### config.mk
export PLATFORM = sky130hd
export DESIGN_NAME = freq_gate_ctrl
export DESIGN_NICKNAME = d
export VERILOG_FILES = /design/src/rtl/freq_pkg.sv /design/src/rtl/freq_gate_ctrl_phase_timer.sv /design/src/rtl/freq_gate_ctrl.sv
export SDC_FILE = /design/constraint.sdc
export NUM_CORES = 1
export LEC_CHECK = 0
export ABC_AREA = 0
export CORE_MARGIN = 8
export CORE_UTILIZATION = 55
export CTS_BUF_LIST = sky130_fd_sc_hd__clkbuf_4 sky130_fd_sc_hd__clkbuf_8
export DETAILED_ROUTE_END_ITERATION = 8
export MAX_ROUTING_LAYER = met4
export PLACE_DENSITY = 0.72
export SYNTH_ARGS = -nofsm -noshare
export SYNTH_HDL_FRONTEND = slang
export SYNTH_HIERARCHICAL = 1
export SYNTH_SLANG_ARGS = --single-unit
export TNS_END_PERCENT = 10
### constraint.sdc
create_clock -name clk -period 4.03 [get_ports clk]
set_input_delay 0.806 -clock clk [delete_from_list [all_inputs] [get_ports clk]]
set_output_delay 0.806 -clock clk [all_outputs]
set_load 0.02 [all_outputs]
### src/rtl/freq_pkg.sv
`default_nettype none
// ---------------------------------------------------------------------------
// freq_pkg : shared types, range codes and gate-length helper for the
//            frequency-meter gate sequencer.
// Rev 1.0
// ---------------------------------------------------------------------------
package freq_pkg;

    typedef enum logic [1:0] {
        ST_IDLE  = 2'd0,
        ST_CLEAR = 2'd1,
        ST_GATE  = 2'd2,
        ST_LOCK  = 2'd3
    } state_t;

    localparam logic [1:0] RNG_X1      = 2'd0;
    localparam logic [1:0] RNG_DIV10   = 2'd1;
    localparam logic [1:0] RNG_DIV100  = 2'd2;
    localparam logic [1:0] RNG_DIV1000 = 2'd3;

    // floor(base / 10^rng); evaluated only at elaboration
    function automatic longint unsigned gate_len(input longint unsigned base,
                                                 input logic [1:0]      rng);
        longint unsigned r;
        r = base;
        for (int i = 0; i < int'(rng); i++) begin
            r = r / 64'd10;
        end
        return r;
    endfunction

endpackage
`default_nettype wire

### src/rtl/freq_gate_ctrl_phase_timer.sv
`default_nettype none
// ---------------------------------------------------------------------------
// phase_timer : loadable down-counter with a zero flag, shared by all
//               measurement phases. Holds at zero, never wraps.
// Rev 1.0
// ---------------------------------------------------------------------------
module phase_timer #(
    parameter int W = 32
) (
    input  logic         clk,
    input  logic         reset,
    input  logic         load_i,
    input  logic [W-1:0] load_val_i,
    output logic         zero_o
);

    logic [W-1:0] cnt_q;
    logic [W-1:0] cnt_d;

    always_comb begin
        cnt_d = cnt_q;
        if (load_i) begin
            cnt_d = load_val_i;
        end else if (cnt_q != '0) begin
            cnt_d = cnt_q - 1'b1;
        end
    end

    always_ff @(posedge clk or posedge reset) begin
        if (reset) begin
            cnt_q <= '0;
        end else begin
            cnt_q <= cnt_d;
        end
    end

    assign zero_o = (cnt_q == '0);

endmodule
`default_nettype wire

### src/rtl/freq_gate_ctrl.sv
`default_nettype none
// ---------------------------------------------------------------------------
// freq_gate_ctrl : clear / gate / lock sequencer for the frequency meter,
//                  single-shot or continuous, four decade gate ranges.
// Rev 1.0
// ---------------------------------------------------------------------------
module freq_gate_ctrl
    import freq_pkg::*;
#(
    parameter int BASE_CYC = 50_000_000,
    parameter int GATE_W   = 32,
    parameter int CLR_CYC  = 2,
    parameter int LOCK_CYC = 1
) (
    input  logic       clk,
    input  logic       reset,
    input  logic       start,
    input  logic       cont,
    input  logic [1:0] range_sel,
    output logic       enable,
    output logic       clr,
    output logic       lock,
    output logic       busy,
    output logic       done
);

    if (BASE_CYC < 1000 || CLR_CYC < 1 || LOCK_CYC < 1 || GATE_W < 1 ||
        (GATE_W < 63 && (64'(BASE_CYC) >> GATE_W) != 64'd0)) begin : g_param_check
        $error("freq_gate_ctrl: illegal parameter set");
    end

    // Timer reload values are length-1 because the zero cycle is the last one
    localparam logic [GATE_W-1:0] CLR_LD  = GATE_W'(CLR_CYC - 1);
    localparam logic [GATE_W-1:0] LOCK_LD = GATE_W'(LOCK_CYC - 1);
    localparam logic [GATE_W-1:0] GATE_LD [4] = '{
        GATE_W'(gate_len(64'(BASE_CYC), RNG_X1)      - 64'd1),
        GATE_W'(gate_len(64'(BASE_CYC), RNG_DIV10)   - 64'd1),
        GATE_W'(gate_len(64'(BASE_CYC), RNG_DIV100)  - 64'd1),
        GATE_W'(gate_len(64'(BASE_CYC), RNG_DIV1000) - 64'd1)
    };

    state_t             state_q, state_d;
    logic [1:0]         rng_q, rng_d;
    logic               tmr_load;
    logic [GATE_W-1:0]  tmr_val;
    logic               tmr_zero;
    logic               enable_d, clr_d, lock_d, busy_d, done_d;

    phase_timer #(
        .W (GATE_W)
    ) u_timer (
        .clk        (clk),
        .reset      (reset),
        .load_i     (tmr_load),
        .load_val_i (tmr_val),
        .zero_o     (tmr_zero)
    );

    always_ff @(posedge clk or posedge reset) begin
        if (reset) begin
            state_q <= ST_IDLE;
            rng_q   <= 2'd0;
        end else begin
            state_q <= state_d;
            rng_q   <= rng_d;
        end
    end

    always_comb begin
        state_d  = state_q;
        rng_d    = rng_q;
        tmr_load = 1'b0;
        tmr_val  = CLR_LD;
        case (state_q)
            ST_IDLE: begin
                if (start || cont) begin
                    state_d  = ST_CLEAR;
                    rng_d    = range_sel;
                    tmr_load = 1'b1;
                    tmr_val  = CLR_LD;
                end
            end
            ST_CLEAR: begin
                if (tmr_zero) begin
                    state_d  = ST_GATE;
                    tmr_load = 1'b1;
                    tmr_val  = GATE_LD[rng_q];
                end
            end
            ST_GATE: begin
                if (tmr_zero) begin
                    state_d  = ST_LOCK;
                    tmr_load = 1'b1;
                    tmr_val  = LOCK_LD;
                end
            end
            ST_LOCK: begin
                if (tmr_zero) begin
                    if (cont) begin
                        state_d  = ST_CLEAR;
                        rng_d    = range_sel;
                        tmr_load = 1'b1;
                        tmr_val  = CLR_LD;
                    end else begin
                        state_d  = ST_IDLE;
                    end
                end
            end
            default: state_d = ST_IDLE;
        endcase
    end

    // Outputs are registered from the next state so they align with it
    always_comb begin
        enable_d = (state_d == ST_GATE);
        clr_d    = (state_d == ST_CLEAR);
        lock_d   = (state_d == ST_LOCK);
        busy_d   = (state_d != ST_IDLE);
        done_d   = (state_q == ST_LOCK) && tmr_zero;
    end

    always_ff @(posedge clk or posedge reset) begin
        if (reset) begin
            enable <= 1'b0;
            clr    <= 1'b0;
            lock   <= 1'b0;
            busy   <= 1'b0;
            done   <= 1'b0;
        end else begin
            enable <= enable_d;
            clr    <= clr_d;
            lock   <= lock_d;
            busy   <= busy_d;
            done   <= done_d;
        end
    end

endmodule
`default_nettype wire

==> results of run 1 <==
Yosys cell counts, types with 2 or more instances:
master	instances	share of area, %
o21ai_1	2	0.40
buf_2	2	0.40
o31ai_1	14	4.2
and2_1	3	0.74
nor2b_1	2	0.50
nor2_1	27	4.0
o21ai_0	16	3.2
nor3_1	12	2.4
or3_1	2	0.50
a21oi_1	3	0.59
dfrtp_1	41	41
xnor2_1	25	8.7
and3_1	4	0.99
xor2_1	4	1.4
clkbuf_1	5	0.74
inv_1	12	1.8
mux2i_1	2	0.79
nor4_1	7	1.7
inv_2	2	0.30
nor4_4	3	2.5
or4_1	2	0.59
nand2b_1	3	0.74
ha_1	15	7.4
mux2_2	3	1.3
or2_2	2	0.50
a211oi_1	2	0.59
nor4b_1	2	0.69
nand2_1	38	5.7
flip-flops by register name, summed over array words and instances, names as in the netlist:
name,flops
u_timer/cnt_q,32
rng_q,2
state_q,2
busy,1
clr,1
done,1
enable,1
lock,1
stage by stage:
stage	area [µm²]	util, %	power, mW	hold WS [ns]
3_5_place_dp	2708	61.76	1.815	0.5765
5_1_grt	2811	64.13	2.313	0.6283
3_3_place_gp	2708	61.76	1.789	0.5773
4_1_cts	2811	64.13	2.146	0.5967
2_1_floorplan	2554	-	1.578	0.5462
6_report	2811	64.13	2.132	0.5838
cell families after synthesis:
family                     Yosys count  share of synthesized area (%)
other                                1                         0.1486
xor gates and xnor gates            29                          10.06
AOI/OAI and AO/OA                   44                          11.21
DFF                                 41                          40.65
buffers and inverters               23                          3.867
adders and majority gates           15                          7.437
and+or+nand+nor                    115                          24.49
muxes                                5                          2.132
worst min-delay path, delay by kind of cell (launching register included):
| family | cells | cell delay, ns |
|---|---|---|
| XOR/XNOR | 1 | 0.13 |
| AO/OA/AOI/OAI | 1 | 0.06 |
| flip-flops | 1 | 0.37 |
power by group:
part,total [mW],internal [mW],leakage [nW],switching [mW]
clock,0.321,0.180,0.0540,0.141
combinational,1.05,0.440,0.644,0.614
sequential,0.756,0.573,0.534,0.183
worst paths after layout:
check	depth (start not counted)	endpoint	slack, ns
max	9	u_timer/cnt_q[28]	1.07
min	2	u_timer/cnt_q[12]	0.58
max reg2reg	9	u_timer/cnt_q[28]	1.07
min reg2reg	2	u_timer/cnt_q[12]	0.58
max in group asynchronous	3	u_timer/cnt_q[20]	2.78
min in group asynchronous	2	clr	0.80
per-layer routing:
layer,global-route usage (%),wire (µm)
met1,18.40,2321
met2,24.77,2472
met3,3.320,119
met4,5.181,38
met5,-,0
cell type report:
| class | count | share of cell area [%] |
|---|---|---|
| Tap cell | 52 | 2.314 |
| Inverter | 14 | 1.869 |
| Timing Repair Buffer | 13 | 4.361 |
| Clock inverter | 2 | 1.246 |
| Multi-Input combinational cell | 217 | 51.27 |
| Clock buffer | 5 | 2.448 |
| Sequential cell | 41 | 36.49 |
==> flow_summary_export.csv, run 1 <==
group,metric,value,unit
worst_setup_path,critPathSlowestCell,"nor4_4",
floorplan,die_h,83.74,µm
placement,placedCellCount,337,
cts,cts_resized,0,
synth,synth_edf_count,0,
worst_setup_path,startpoint,"u_timer/cnt_q[0]",
final_layout,final_cell_mix,"dfrtp_1, nand2_1, nor2_1",
timing,fin_skew,0.005172,ns
floorplan,die_w,83.74,µm
final_layout,fillers,364,
worst_setup_path,required,4.20,ns
routing,num_vias,1899,
routing,vias_per_cell,5.520,
synth,synth_warnings,6,
routing,first_pass_iters,4,
grt,grt_pass1_vias,1880,
pwr,leakage,1.232,nW
hold_path,min_from,"u_timer/cnt_q[12]",
synth,seq_area_frac_synth,40.65,%
worst_setup_path,critPathMaxFanout,28,
timing,worst_pin_slew,0.5530,ns
floorplan,core,0.004384,mm²
cts,clkTransAtPathRegs,0.08,ns
worst_setup_path,crit_chain,"inv_1, ha_1, nor2b_1, nand4_4, nor4_4, a21oi_1, o21ai_4, buf_4, o21ai_0",
timing,rsz0062_at_grt,"false",
timing,period_share,73.39,%
cts,cts_tree,"done",
routing,wl,4951,µm
worst_setup_path,worstPathArrival,3.13,ns
grt,grtUsageTotal,15.32,%
timing,final_hold_viol_count,0,
synth,yosysUniqueCellTypes,46,
final_layout,final_common_cell,"dfrtp_1",
timing,fmax,338.1,MHz
routing,drc,0,
worst_setup_path,critPathCaptureType,"flop",
floorplan,initial_core_util,57.56,%
placement,place_hpwl,3606,µm
grt,grt_pass1_wl,8818,µm
timing,finalSetupTns,0,ns
pwr,peakVddDrop,0.0003731,V
pwr,powerDensity,758.2,mW/mm²
cts,cts_setup_buffers,0,
routing,post_drt_wl_per_cell,14.39,µm
timing,slew_viol_final,0,
worst_setup_path,crit_family,"simple AND/OR/NAND/NOR gates",
routing,ant_nets,0,
final_layout,multiInputGateArea,0.001441,mm²
synth,synthFlopType,"dfrtp_1",
synth,synthCells,273,
worst_setup_path,slowest_delay,0.49,ns
grt,gr-total-overflow,0,
timing,timing.final.ws_setup,1.072,ns
cts,cts_sinks,41,
floorplan,fp-row-count,24,
worst_setup_path,critPathLaunchType,"flop",
placement,port_buffers,10,
final_layout,seq_area,0.001026,mm²
final_layout,final_nets,313,
timing,slew-limit-headroom,62.79,%
worst_setup_path,crit-reg2reg-launch,"u_timer/cnt_q[0]",
synth,ys_ff_latch,41,
final_layout,layout-drive-gt1-share,8.219,%
final_layout,syn2layout_area_growth,11.40,%
cts,ctsRootBufferMaster,"clkbuf_8",
cts,hold_buffers,0,
floorplan,io_pins,11,
final_layout,num_antenna_cells,0,
worst_setup_path,crit_type,"reg2reg",
synth,syn_area,0.002524,mm²
hold_path,hold_path.class,"reg2reg",
cts,cts_made_buffers,5,
timing,setup_violations,0,
synth,async_flop_share,100.0,%
worst_setup_path,crit_buf_inv,2,
synth,syn_area_per_cell,9.244,µm²
routing,drt_iter0_markers,98,
run_status,status,"finished clean",
timing,fin_crit,2.958,ns
grt,grt_max_degree,33,
floorplan,dieArea,0.007012,mm²
final_layout,final_cells,344,
placement,place_ws,1.060,ns
cts,clock_latency,0.29,ns
cts,clock_path_buffers,2,
job,cap_violations,0,
grt,antenna_found_initial,0,
placement,gp_congestion,0.9097,
cts,h-tree-depth,2,
No activity file was read; power rests on OpenSTA's default activity.
==> run 2, diff against run 1 <==
- clock period: 4.03 -> 2.8 ns (I/O delays scaled with it)
==> run 2 against run 1 <==
  * Clock power is 57% higher
  * Critical path depth grew 2
  * Setup slack lost 0.75 ns
  * Core utilization rose by 2.0 points
  * Largest power group unchanged
==> flow_summary_export.csv, run 2 (synthesized netlist as in run 1, its figures left out) <==
group,metric,value,unit
run_status,status,"finished clean",
timing,fin_skew,0.006019,ns
floorplan,core,0.004384,mm²
final_layout,layout-drive-gt1-share,11.33,%
worst_setup_path,required,2.99,ns
cts,cts_made_buffers,5,
final_layout,top_regs,"u_timer/cnt_q (32), rng_q (2), state_q (2)",
routing,num_vias,1907,
placement,port_buffers,10,
routing,ant_nets,0,
cts,clock_latency,0.29,ns
final_layout,top_register,"u_timer/cnt_q",
pwr,powerDensity,1141,mW/mm²
job,cap_violations,0,
grt,grt_pass1_wl,9121,µm
floorplan,fp-row-count,24,
cts,cts_sinks,41,
worst_setup_path,worstPathArrival,2.66,ns
floorplan,initial_core_util,57.56,%
floorplan,die_h,83.74,µm
timing,period_share,88.43,%
floorplan,dieArea,0.007012,mm²
routing,vias_per_cell,5.418,
cts,cts_resized,0,
routing,drc,0,
timing,rsz0062_at_grt,"false",
grt,grtUsageTotal,15.93,%
cts,clkTransAtPathRegs,0.08,ns
final_layout,final_cells,352,
cts,cts_tree,"done",
grt,grt_max_degree,33,
timing,finalSetupTns,0,ns
pwr,peakVddDrop,0.0006759,V
grt,gr-total-overflow,0,
timing,final_hold_viol_count,0,
worst_setup_path,critPathCaptureType,"flop",
final_layout,fillers,371,
final_layout,largest_register_ffs,32,
grt,antenna_found_initial,0,
grt,grt_pass1_vias,1914,
cts,clock_path_buffers,2,
hold_path,hold_path.class,"in2async",
floorplan,die_w,83.74,µm
timing,slew_viol_final,0,
timing,fin_crit,2.476,ns
worst_setup_path,critPathMaxFanout,27,
placement,place_hpwl,3649,µm
final_layout,syn2layout_area_growth,14.82,%
worst_setup_path,crit_type,"reg2reg",
cts,hold_buffers,0,
cts,ctsRootBufferMaster,"clkbuf_8",
routing,wl,5044,µm
final_layout,final_common_cell,"dfrtp_1",
final_layout,fin_util,66.10,%
worst_setup_path,critPathLaunchType,"flop",
final_layout,final_nets,320,
routing,post_drt_wl_per_cell,14.33,µm
timing,setup_violations,0,
placement,placedCellCount,344,
final_layout,final_cell_mix,"dfrtp_1, nand2_1, nor2_1",
pwr,leakage,1.280,nW
final_layout,num_antenna_cells,0,
routing,drt_iter0_markers,151,
cts,cts_setup_buffers,0,
cts,h-tree-depth,2,
routing,first_pass_iters,4,
floorplan,io_pins,11,
timing,fmax,403.9,MHz
placement,gp_congestion,0.8009,
[run 2: cell types whose count changed in the layout (fill, tap and decap cells not counted), sizes merged]
cell,change
buf,+7
clkbuf,+2
clkinv,-1
[run 2: area by class of cell]
cell class | count | area (µm²) | share of cell area (%)
Multi-Input combinational cell | 217 | 1459 | 50.35
Sequential cell | 41 | 1026 | 35.41
Timing Repair Buffer | 20 | 175.2 | 6.045
Clock buffer | 7 | 90.09 | 3.109
Tap cell | 52 | 65.06 | 2.245
Inverter | 14 | 52.55 | 1.813
Clock inverter | 1 | 30.03 | 1.036
[run 2: critical path: stages (launching register included)]
cell and delay [ns]:
dfrtp_1 0.38, inv_1 0.10, ha_1 0.22, nor2b_2 0.24, nand4_4 0.13, nor4_4 0.20
buf_4 0.35, or2b_1 0.26, a21oi_1 0.13, o22a_2 0.17, inv_2 0.04, and2_1 0.12
[run 2: layer usage]
metal	global-route usage (%)	wire length, µm
met1	20.96	2416
met2	24.42	2357
met3	3.027	207
met4	4.239	63
met5	-	0
[run 2: path summary, 6_finish.rpt]
| kind | from | to | slack, ns | cells past startpoint |
|---|---|---|---|---|
| min reg2reg | u_timer/cnt_q[22] | u_timer/cnt_q[22] | 0.59 | 2 |
| max reg2reg | u_timer/cnt_q[0] | clr | 0.32 | 11 |
| max | u_timer/cnt_q[0] | clr | 0.32 | 11 |
| min | reset | rng_q[1] | 0.54 | 2 |
| min in group clk | u_timer/cnt_q[22] | u_timer/cnt_q[22] | 0.59 | 2 |
| max in group asynchronous | reset | u_timer/cnt_q[20] | 1.83 | 3 |
[run 2: per-stage QoR]
step / hold WS [ns] / cell area (µm²) / power, mW / worst slack (ns)
after floorplan: 0.3879 / 2579 / 2.318 / 0.005753
after global placement: 0.5690 / 2778 / 2.780 / 0.4229
after detailed placement: 0.5817 / 2778 / 2.804 / 0.3361
after CTS: 0.5490 / 2898 / 3.329 / 0.3076
after global routing: 0.5967 / 2898 / 3.601 / 0.1067
final: 0.5392 / 2898 / 3.306 / 0.3241
[run 2: where the power goes]
part	internal (mW)	switching [mW]	total [mW]
combinational	0.767	0.939	1.71
clock	0.300	0.204	0.505
sequential	0.825	0.270	1.09
total	1.89	1.41	3.31
